===== src/rtl/int_arbiter_pkg.sv =====
// Shared types and constants for the interrupt arbiter: handshake states and
// the fixed source index assignment.
package int_arbiter_pkg;

  typedef enum logic [1:0] {
    INTA_IDLE    = 2'd0,
    INTA_REQ     = 2'd1,
    INTA_SERVICE = 2'd2
  } inta_state_e;

  localparam int INT_SRC_TIMER = 0;
  localparam int INT_SRC_EXT   = 1;
  localparam int INT_SRC_SW    = 2;
  localparam int INT_SRC_RSV   = 3;

  localparam int              NUM_SRC_DEF    = 4;
  localparam int              ID_W_DEF       = 2;
  localparam logic [3:0]      MASK_RESET_DEF = 4'b1111;

endpackage


===== src/rtl/int_prio_enc.sv =====
// Fixed-priority encoder: reports whether any request is set and the index
// of the lowest set bit (index 0 wins).
module int_prio_enc
  import int_arbiter_pkg::*;
#(
  parameter int NUM_SRC = NUM_SRC_DEF,
  parameter int ID_W    = ID_W_DEF
) (
  input  logic [NUM_SRC-1:0] req_i,
  output logic               found_o,
  output logic [ID_W-1:0]    idx_o
);

  // Scan from the top down so the lowest set index is the last one written.
  always_comb begin
    found_o = 1'b0;
    idx_o   = '0;
    for (int i = NUM_SRC - 1; i >= 0; i--) begin
      if (req_i[i]) begin
        found_o = 1'b1;
        idx_o   = ID_W'(i);
      end
    end
  end

endmodule


===== src/rtl/int_arbiter.sv =====
// Interrupt arbiter: masks and prioritises source levels, runs the
// request/ack/done handshake with the CPU and pulses an ack to the winner.
module int_arbiter
  import int_arbiter_pkg::*;
#(
  parameter int                 NUM_SRC    = NUM_SRC_DEF,
  parameter int                 ID_W       = ID_W_DEF,
  parameter logic [NUM_SRC-1:0] MASK_RESET = MASK_RESET_DEF
) (
  input  logic               clk_i,
  input  logic               reset_i,
  input  logic [NUM_SRC-1:0] src_int_i,
  output logic [NUM_SRC-1:0] src_ack_o,
  input  logic               cfg_we_i,
  input  logic [NUM_SRC-1:0] cfg_wdata_i,
  output logic [NUM_SRC-1:0] int_mask_o,
  output logic               cpu_int_o,
  output logic [ID_W-1:0]    cpu_int_id_o,
  input  logic               cpu_ack_i,
  input  logic               cpu_done_i,
  output logic               in_service_o,
  output logic [NUM_SRC-1:0] pending_o
);

  inta_state_e        state_q, state_d;
  logic               cpu_int_q, cpu_int_d;
  logic [ID_W-1:0]    id_q, id_d;
  logic [NUM_SRC-1:0] ack_q, ack_d;
  logic               in_service_q, in_service_d;
  logic [NUM_SRC-1:0] pending_q, pending_d;
  logic [NUM_SRC-1:0] mask_q, mask_d;

  logic [NUM_SRC-1:0] eligible;
  logic               found;
  logic [ID_W-1:0]    win_id;

  assign eligible = src_int_i & mask_q;

  int_prio_enc #(
    .NUM_SRC (NUM_SRC),
    .ID_W    (ID_W)
  ) u_prio_enc (
    .req_i   (eligible),
    .found_o (found),
    .idx_o   (win_id)
  );

  // Once in REQ the request is committed: source drop or masking cannot withdraw it.
  always_comb begin
    state_d      = state_q;
    cpu_int_d    = cpu_int_q;
    id_d         = id_q;
    ack_d        = '0;
    in_service_d = in_service_q;
    pending_d    = eligible;
    mask_d       = cfg_we_i ? cfg_wdata_i : mask_q;
    case (state_q)
      INTA_IDLE: begin
        if (found) begin
          id_d      = win_id;
          cpu_int_d = 1'b1;
          state_d   = INTA_REQ;
        end
      end
      INTA_REQ: begin
        if (cpu_ack_i) begin
          cpu_int_d    = 1'b0;
          in_service_d = 1'b1;
          ack_d        = NUM_SRC'(1) << id_q;
          state_d      = INTA_SERVICE;
        end
      end
      INTA_SERVICE: begin
        if (cpu_done_i) begin
          in_service_d = 1'b0;
          state_d      = INTA_IDLE;
        end
      end
      default: begin
        cpu_int_d    = 1'b0;
        in_service_d = 1'b0;
        state_d      = INTA_IDLE;
      end
    endcase
  end

  always_ff @(posedge clk_i) begin
    if (reset_i) begin
      state_q      <= INTA_IDLE;
      cpu_int_q    <= 1'b0;
      id_q         <= '0;
      ack_q        <= '0;
      in_service_q <= 1'b0;
      pending_q    <= '0;
      mask_q       <= MASK_RESET;
    end else begin
      state_q      <= state_d;
      cpu_int_q    <= cpu_int_d;
      id_q         <= id_d;
      ack_q        <= ack_d;
      in_service_q <= in_service_d;
      pending_q    <= pending_d;
      mask_q       <= mask_d;
    end
  end

  assign src_ack_o    = ack_q;
  assign int_mask_o   = mask_q;
  assign cpu_int_o    = cpu_int_q;
  assign cpu_int_id_o = id_q;
  assign in_service_o = in_service_q;
  assign pending_o    = pending_q;

endmodule


===== config.mk =====
export PLATFORM = sky130hd
export DESIGN_NAME = int_arbiter
export DESIGN_NICKNAME = d
export VERILOG_FILES = /design/src/rtl/int_arbiter_pkg.sv /design/src/rtl/int_prio_enc.sv /design/src/rtl/int_arbiter.sv
export SDC_FILE = /design/constraint.sdc
export NUM_CORES = 1
export LEC_CHECK = 0
export CORE_MARGIN = 4
export CORE_UTILIZATION = 41
export CTS_BUF_LIST = sky130_fd_sc_hd__clkbuf_4
export DETAILED_ROUTE_END_ITERATION = 12
export PLACE_DENSITY = 0.8
export SYNTH_ARGS = -nofsm -noshare
export SYNTH_HDL_FRONTEND = slang
export SYNTH_SLANG_ARGS = --single-unit

===== constraint.sdc =====
create_clock -name clk_i -period 1.4 [get_ports clk_i]
set_input_delay 0.21 -clock clk_i [delete_from_list [all_inputs] [get_ports clk_i]]
set_output_delay 0.21 -clock clk_i [all_outputs]
set_load 0.005 [all_outputs]

# Word-level counts from Yosys, hierarchy flattened
# Cells that the tools add are included.
dict set report classes {
  eq_ne 5
  n_reduce_logical 6
  n_bitwise 5
  mux 18
  shift 1
}
# op count
set ops {}
lappend ops {{$mux 2} 7}
lappend ops {{$reduce_and 3->1} 3}
lappend ops {{$mux 1} 8}
lappend ops {{$ne 2x2->1 const B} 3}
lappend ops {{$pmux 1 s3} 2}
lappend ops {{$pmux 2 s3} 1}
lappend ops {{$and 4x4->4} 1}
lappend ops {{$not 1->1} 4}
lappend ops {{$shl 1x2->4 const A} 1}
lappend ops {{$reduce_or 3->1} 1}
lappend ops {{$eq 2x1->1 const B} 1}
lappend ops {{$eq 2x2->1 const B} 1}
lappend ops {{$logic_not 2->1} 1}
lappend ops {{$reduce_and 2->1} 1}
dict set report totals {
  reg_bits 18
  word_cells 42
  output_inout_bits 16
  input_bits 13
}

# Logic depth before layout (Yosys ltp)
# Gate-level depths: netlist of the first run.
dict set report depth {
  ltp_word 7
  depth_mapped 4
  mapped_depth_nobuf 4
}

# Cells and area by module
# From an unflattened synthesis of the first run, not the netlist that was laid out.
dict set report hier_totals {
  hier_cells 71
  area_unflattened_um2 680.7
}
# mod seq_area_each_um2 instances cells_per_inst area_each_um2
set by_module_without_submodules {}
lappend by_module_without_submodules {int_arbiter 360.3 1 64 645.6}
lappend by_module_without_submodules {int_prio_enc 0.0 1 7 35.0}

# Least setup slack after synthesis of the first run
# Ideal clock, no wire load.
dict set report synth_timing {
  path_kind {reg2reg}
  startpoint {reg state_q[1]}
  endpoint {reg ack_q[0] (netlist: src_ack_o[0])}
  path_slack_ps 331
  setup_ps 65
  t_required_ps 1335
  path_stages_with_launch 4
  n_path_buf 1
  synth_period_minus_slack_ps 1069
  arrival_time_ps 1004
  cell_sequence {dfxtp_1 > buf_6 > or4_4 > nor2_1}
}
dict set report synth_between {
  elab_chain_cells 3
}
# item line
set synth_rtl {}
lappend synth_rtl {{from (decl)} int_arbiter.sv:25} ;# inta_state_e state_q, state_d;
lappend synth_rtl {{from (signal assigned)} int_arbiter.sv:97} ;# state_q <= state_d;
lappend synth_rtl {{$eq 2x1->1} int_arbiter.sv:57} ;# case (state_q)
lappend synth_rtl {{$not 1->1 (no line)} n/a}
lappend synth_rtl {{$reduce_or 3->1 (no line)} n/a}
lappend synth_rtl {{to (signal assigned)} int_arbiter.sv:100} ;# ack_q <= ack_d;
lappend synth_rtl {{to (decl)} int_arbiter.sv:28} ;# logic [NUM_SRC-1:0] ack_q, ack_d;
# Every way passes these cells.
# A chain may end at the register's enable or synchronous reset.

# Worst setup path in the final report of the first run
dict set report layout_timing {
  startpoint {reg mask_q[3] (netlist: int_mask_o[3])}
  endpoint {out int_mask_o[3]}
}
# item line
set layout_lines {}
lappend layout_lines {{from (decl)} int_arbiter.sv:31} ;# logic [NUM_SRC-1:0] mask_q, mask_d;
lappend layout_lines {{from (signal assigned)} int_arbiter.sv:103} ;# mask_q <= mask_d;
lappend layout_lines {{to (decl)} int_arbiter.sv:16} ;# output logic [NUM_SRC-1:0] int_mask_o,
# No word-level cell between the ends.

==> results of run 1 <==
area by class of cell:
type                            count  share of cell area
Clock buffer                        3              0.0226
Timing Repair Buffer               33               0.331
Multi-Input combinational cell     45               0.249
Tap cell                           15              0.0188
Clock inverter                      1             0.00376
Inverter                            1             0.00376
Sequential cell                    18               0.371
synthesized netlist by cell type (all sizes together):
| master | number | area [um^2] |
|---|---|---|
| clkbuf | 1 | 3.75 |
| a2111oi | 1 | 8.76 |
| inv | 1 | 3.75 |
| nor4 | 2 | 12.5 |
| a21oi | 4 | 20.0 |
| nor2b | 4 | 25.0 |
| nand2 | 9 | 36.3 |
| nor2 | 12 | 45.0 |
| or4 | 1 | 11.3 |
| o21ai | 2 | 10.0 |
| nand4 | 1 | 6.26 |
| nand2b | 1 | 6.26 |
| a221o | 1 | 10.0 |
| mux2i | 1 | 10.0 |
| nand3 | 1 | 5.00 |
| a211oi | 1 | 7.51 |
| buf | 1 | 11.3 |
| a211o | 4 | 35.0 |
| dfxtp | 18 | 360 |
registers in the layout (all words and copies together), names as in the netlist:
register / cells
int_mask_o: 4
pending_o: 4
src_ack_o: 4
cpu_int_o: 1
in_service_o: 1
cpu_int_id_o: 2
state_q: 2
routing by layer:
metal / vias to the layer above / global-route usage
met3: 2 / 0.0498
met5: - / 0
met2: 19 / 0.241
li1: 300 / -
met1: 279 / 0.152
met4: 0 / 0.0829
metrics by stage:
stage / total power, mW / util / instances / TNS (ns)
floorplan: 0.653 / - / 66 / 0
global placement: 0.765 / 0.690 / 111 / 0
detailed placement: 0.770 / 0.690 / 111 / -0.0350
CTS: 1.02 / 0.712 / 115 / 0
global route: 1.07 / 0.731 / 116 / 0
finish: 1.02 / 0.731 / 116 / 0
cell usage in the layout, fill, tap and decap left out:
cell type,synthesis,final
mux2i_1,1,1
dfxtp_1,18,12
a211oi_1,1,1
a211o_1,4,4
dlymetal6s2s_1,0,5
nand2_1,8,8
dfxtp_4,0,1
clkinv_1,0,1
nand3_1,1,1
a2111oi_0,1,1
nor2b_1,4,4
inv_1,1,1
or4_4,1,1
o21ai_0,2,2
clkdlybuf4s50_1,0,23
buf_4,0,5
nor4_1,2,2
nand2_2,1,1
a221o_1,1,1
nor2_1,12,12
a21oi_1,4,4
dfxtp_2,0,5
nand4_1,1,1
clkbuf_4,0,3
nand2b_1,1,1
path summary, 6_finish.rpt:
check | slack (ns) | cells after the start | endpoint
setup / recovery | 0.07 | 1 | int_mask_o[3]
hold / removal | 0.46 | 1 | src_ack_o[0]
setup reg to reg | 0.26 | 5 | state_q[0]
hold reg to reg | 0.46 | 1 | src_ack_o[0]
what timing repair did:
item                                    CTS  global route
endpoints found under the setup margin    3             6
hold buffers                              0             0
gates resized for setup                   3             9
hold endpoints to repair                  0             0
buffers inserted                          0             1
gates cloned                              0             0
logic make-up after synthesis:
kind of cell    Yosys count  share of synthesized area
mux                       1                     0.0159
flops                    18                      0.574
compound gates           13                      0.145
buf+inv                   3                     0.0299
simple gates             31                      0.235
power by group through the flow:
stage / Sequential [mW] / Clock (mW) / Combinational (mW)
3_3_place_gp: 0.583 / 0 / 0.183
2_1_floorplan: 0.581 / 0 / 0.0719
4_1_cts: 0.574 / 0.261 / 0.187
5_1_grt: 0.580 / 0.287 / 0.206
3_5_place_dp: 0.584 / 0 / 0.186
6_report: 0.573 / 0.257 / 0.186
==> impl_metrics.yaml, run 1 <==
routing:
  drc: 0
  ant_nets: 0
  met1Wirelength_um: 605
  wl_met2_um: 642
  dr_wl_met3_um: 106
  drt_iter0_drc: 10
  wl_per_cell_um: 11.8
  vias: 600
  top_layer_used: "met4"
  vias_per_cell: 5.17
  drtPass1Iterations: 4
  wl_um: 1370
setup_path:
  crit_start: "int_mask_o[3]"
  cp-start-kind: "flop"
  r2r-start: "int_mask_o[3]"
  worst_ep_arrival_time_ns: 1.12
  path_max_fanout: 2
  path_class: "reg -> out"
  crit_buf_inv: 1
  crit_chain: "clkdlybuf4s50_1"
  cp_slowest_cell: "clkdlybuf4s50_1"
  critPathMaxStageDelay_ns: 0.49
  cp_data_required_time_ns: 1.19
  worst_setup_path_end_kind: "output port"
  critPathTopFamily: "buffers and inverters"
power_and_ir_drop:
  vdd_drop_max_mv: 0.560
  cellInternalPower_uw: 767
  power.switching_uw: 249
  p_clk_frac: 0.253
  p_per_area_nw_per_um2: 1020
  swShare: 0.245
  p_seq_frac: 0.564
  p_comb_frac: 0.183
  p_leak_nw: 0.440
timing:
  fin_skew_ns: 0.00510
  whs_ns: 0.460
  max_freq_mhz: 751
  hold_viol: 0
  rsz0062_at_grt: "no"
  slew_headroom: 0.787
  finalCriticalPeriod_ns: 1.33
  setup_violations: 0
  worstMarginPinSlew_ns: 0.312
  worst_slack_ns: 0.0686
  slew_violations: 0
  period_share: 0.951
logic_synthesis:
  syn_area_um2: 628
  syn_nets: 79
  ys_warn_count: 0
  synthCells: 66
  seq_area_frac_synth: 0.574
  synth-seq-cells: 18
  ys_types: 20
  syn_avg_cell_area_um2: 9.52
global_route:
  grt_pass1_vias: 576
  grt.overflow.total: 0
  antenna_found_initial: 0
  grt_max_degree: 12
  grtUsageTotal: 0.142
  grt_pass1_wl_um: 2190
placed_design:
  io_buffer_count: 28
  dpl_cell_area_um2: 942
  dp_slack_ns: -0.0350
  dp_hpwl_um: 1060
  gp_congestion: 0.699
final_layout:
  n_fill_cell: 112
  nNetsFinal: 115
  syn_to_final_growth_pct: 59.0
  regArea_um2: 370
  final_cell_area_um2: 998
  diodes: 0
  drive_above_1_share: 0.158
  multiInputGateArea_um2: 249
clock_tree:
  cts-root-buf: "clkbuf_4"
  cts.sinks: 18
  cts.htree.levels: 1
  clockBufferDepth: 2
  cts_tree: "yes"
  path_clk_slew_ns: 0.10
  numCtsBuffers: 3
  clk_latency_ns: 0.28
hold_path:
  min_from: "cpu_int_id_o[1]"
  worstHoldPathType: "reg -> reg"
flow_run:
  cap_violations: 0
floorplan:
  die_h_um: 47.1
  start_util: 0.460
  num_rows: 13
  die_w_um: 47.1
  ioPinCount: 29
  core-area_um2: 1370
  dieArea_um2: 2220
status:
  status: "finished clean"
Power figures use the tool's default switching activity.
==> run 2, diff against run 1 <==
--- a/config.mk
+++ b/config.mk
@@ -9,7 +9,7 @@
 export CORE_UTILIZATION = 41
 export CTS_BUF_LIST = sky130_fd_sc_hd__clkbuf_4
 export DETAILED_ROUTE_END_ITERATION = 12
-export PLACE_DENSITY = 0.8
+export PLACE_DENSITY = 0.86
 export SYNTH_ARGS = -nofsm -noshare
 export SYNTH_HDL_FRONTEND = slang
 export SYNTH_SLANG_ARGS = --single-unit
==> run 2 against run 1 <==
  * Sequential cell count unchanged
  * Combinational power up 4%
  * Register-to-register slack better by 0.03 ns
  * Via count increased by 0.83%
  * Maximum frequency decreased by 2.3%
  * Global-route usage is 0.88 points higher
  * Sequential share of layout area is 0.47 points higher
  * Utilization fell by 0.92 points
  * Total power rose by 0.78%
  * Critical path type unchanged
  * Critical endpoint unchanged
==> impl_metrics.yaml, run 2 (synthesis gave the netlist of run 1 again) <==
status:
  status: "finished clean"
timing:
  worstMarginPinSlew_ns: 0.305
  setup_tns_ns: 0
  rsz0062_at_grt: "no"
  slew_violations: 0
  hold_viol: 0
  max_freq_mhz: 734
  period_share: 0.973
  fin_skew_ns: 0.00307
  slew_headroom: 0.792
  setup_violations: 0
  finalCriticalPeriod_ns: 1.36
routing:
  drc: 0
  wl_per_cell_um: 12.2
  vias_per_cell: 5.22
  wl_um: 1420
  ant_nets: 0
  drtPass1Iterations: 3
  vias: 605
  drt_iter0_drc: 6
clock_tree:
  cts.sinks: 18
  clockBufferDepth: 2
  cts_tree: "yes"
  hold_buffers: 0
  cts.htree.levels: 1
  numCtsBuffers: 3
  cts-root-buf: "clkbuf_4"
  clk_latency_ns: 0.30
  path_clk_slew_ns: 0.10
setup_path:
  critPathTopFamily: "buffers and inverters"
  crit_chain: "clkdlybuf4s50_1"
  critPathMaxStageDelay_ns: 0.50
  path_max_fanout: 4
  cp-start-kind: "flop"
  worstReg2RegEnd: "src_ack_o[2]"
  worst_ep_arrival_time_ns: 1.15
  ff2ff_path_depth: 2
  cp.depth: 1
  path_class: "reg -> out"
  cp_slowest_cell: "clkdlybuf4s50_1"
  r2r-start: "state_q[1]"
  rrSetupSlack_ns: 0.29
  crit_buf_inv: 1
  cp_data_required_time_ns: 1.19
  worst_setup_path_end_kind: "output port"
placed_design:
  dp_cells: 110
  dp_hpwl_um: 1060
  io_buffer_count: 28
  gp_congestion: 0.712
hold_path:
  worstHoldPathType: "reg -> reg"
  min_path_cells: 2
  min_to: "cpu_int_o"
  min_from: "cpu_int_o"
final_layout:
  n_fill_cell: 113
  mostFrequentLayoutCell: "clkdlybuf4s50_1"
  regArea_um2: 370
  drive_above_1_share: 0.158
  stdcell_count: 116
  diodes: 0
  mostFrequentLayoutCells: "28 x clkdlybuf4s50_1, 12 x nor2_1, 12 x dfxtp_1"
  nNetsFinal: 115
  multiInputGateArea_um2: 249
  syn_to_final_growth_pct: 57.0
  fin_util: 0.722
global_route:
  grt_max_degree: 16
  grt_pass1_wl_um: 2270
  grtUsageTotal: 0.151
  grt_pass1_vias: 564
  antenna_found_initial: 0
  grt.overflow.total: 0
floorplan:
  num_rows: 13
  start_util: 0.460
  die_h_um: 47.1
  die_w_um: 47.1
  ioPinCount: 29
  core-area_um2: 1370
  dieArea_um2: 2220
power_and_ir_drop:
  power.total_mw: 1.02
  vdd_drop_max_mv: 0.540
  p_leak_nw: 0.396
  p_per_area_nw_per_um2: 1040
flow_run:
  cap_violations: 0
## run 2: cell types whose count changed in the layout (fill, tap and decap cells not counted), sizes merged
cell and change:
clkdlybuf4s50 +5, dlymetal6s2s -5
## run 2: area by class of cell
class	instances	share of cell area
Clock buffer	3	0.0228
Multi-Input combinational cell	45	0.253
Tap cell	15	0.0190
Timing Repair Buffer	33	0.322
Sequential cell	18	0.376
Clock inverter	1	0.00381
Inverter	1	0.00381
## run 2: how the worst max path moves through the flow
stage,slack [ns],to,from
2_1_floorplan,0.33,src_ack_o[0],state_q[1]
3_3_place_gp,0.06,state_q[0],src_int_i[1]
3_5_place_dp,0.04,src_ack_o[3],reset_i
4_1_cts,0.004,int_mask_o[1],int_mask_o[1]
5_1_grt,0.006,int_mask_o[3],int_mask_o[3]
6_report,0.04,int_mask_o[3],int_mask_o[3]
## run 2: metal layers
metal / GRT usage / vias to the layer above / wire, um
met2: 0.257 / 21 / 712
met3: 0.0460 / 5 / 103
met1: 0.157 / 279 / 557
met4: 0.105 / 0 / 42
li1: - / 300 / -
met5: 0 / - / 0
## run 2: what timing repair did
item,in CTS,in global routing
gates resized for setup,5,2
buffers inserted,0,2
cloned,0,0
endpoints found under the setup margin,4,4
## run 2: per-stage QoR
step	hold slack, ns	setup WS (ns)	area [um^2]
6_report	0.456	0.0378	986
5_1_grt	0.481	0.00572	986
4_1_cts	0.460	0.00413	968
3_5_place_dp	0.445	0.0393	935
3_3_place_gp	0.445	0.0565	935
2_1_floorplan	0.299	0.331	628
## run 2: worst min-delay path: cells and delay by family, from the launching register on
| kind | cells | cell delay [ns] |
|---|---|---|
| flops | 1 | 0.32 |
| simple gates | 1 | 0.05 |
| compound gates | 1 | 0.05 |
## run 2: report_power, final
group          switching (mW)  leakage, nW  total [mW]  internal [mW]
Sequential             0.0231        0.148       0.571          0.548
Clock                   0.156       0.0154       0.259          0.104
Combinational          0.0729        0.232       0.193          0.121
Total                   0.252        0.396        1.02          0.773
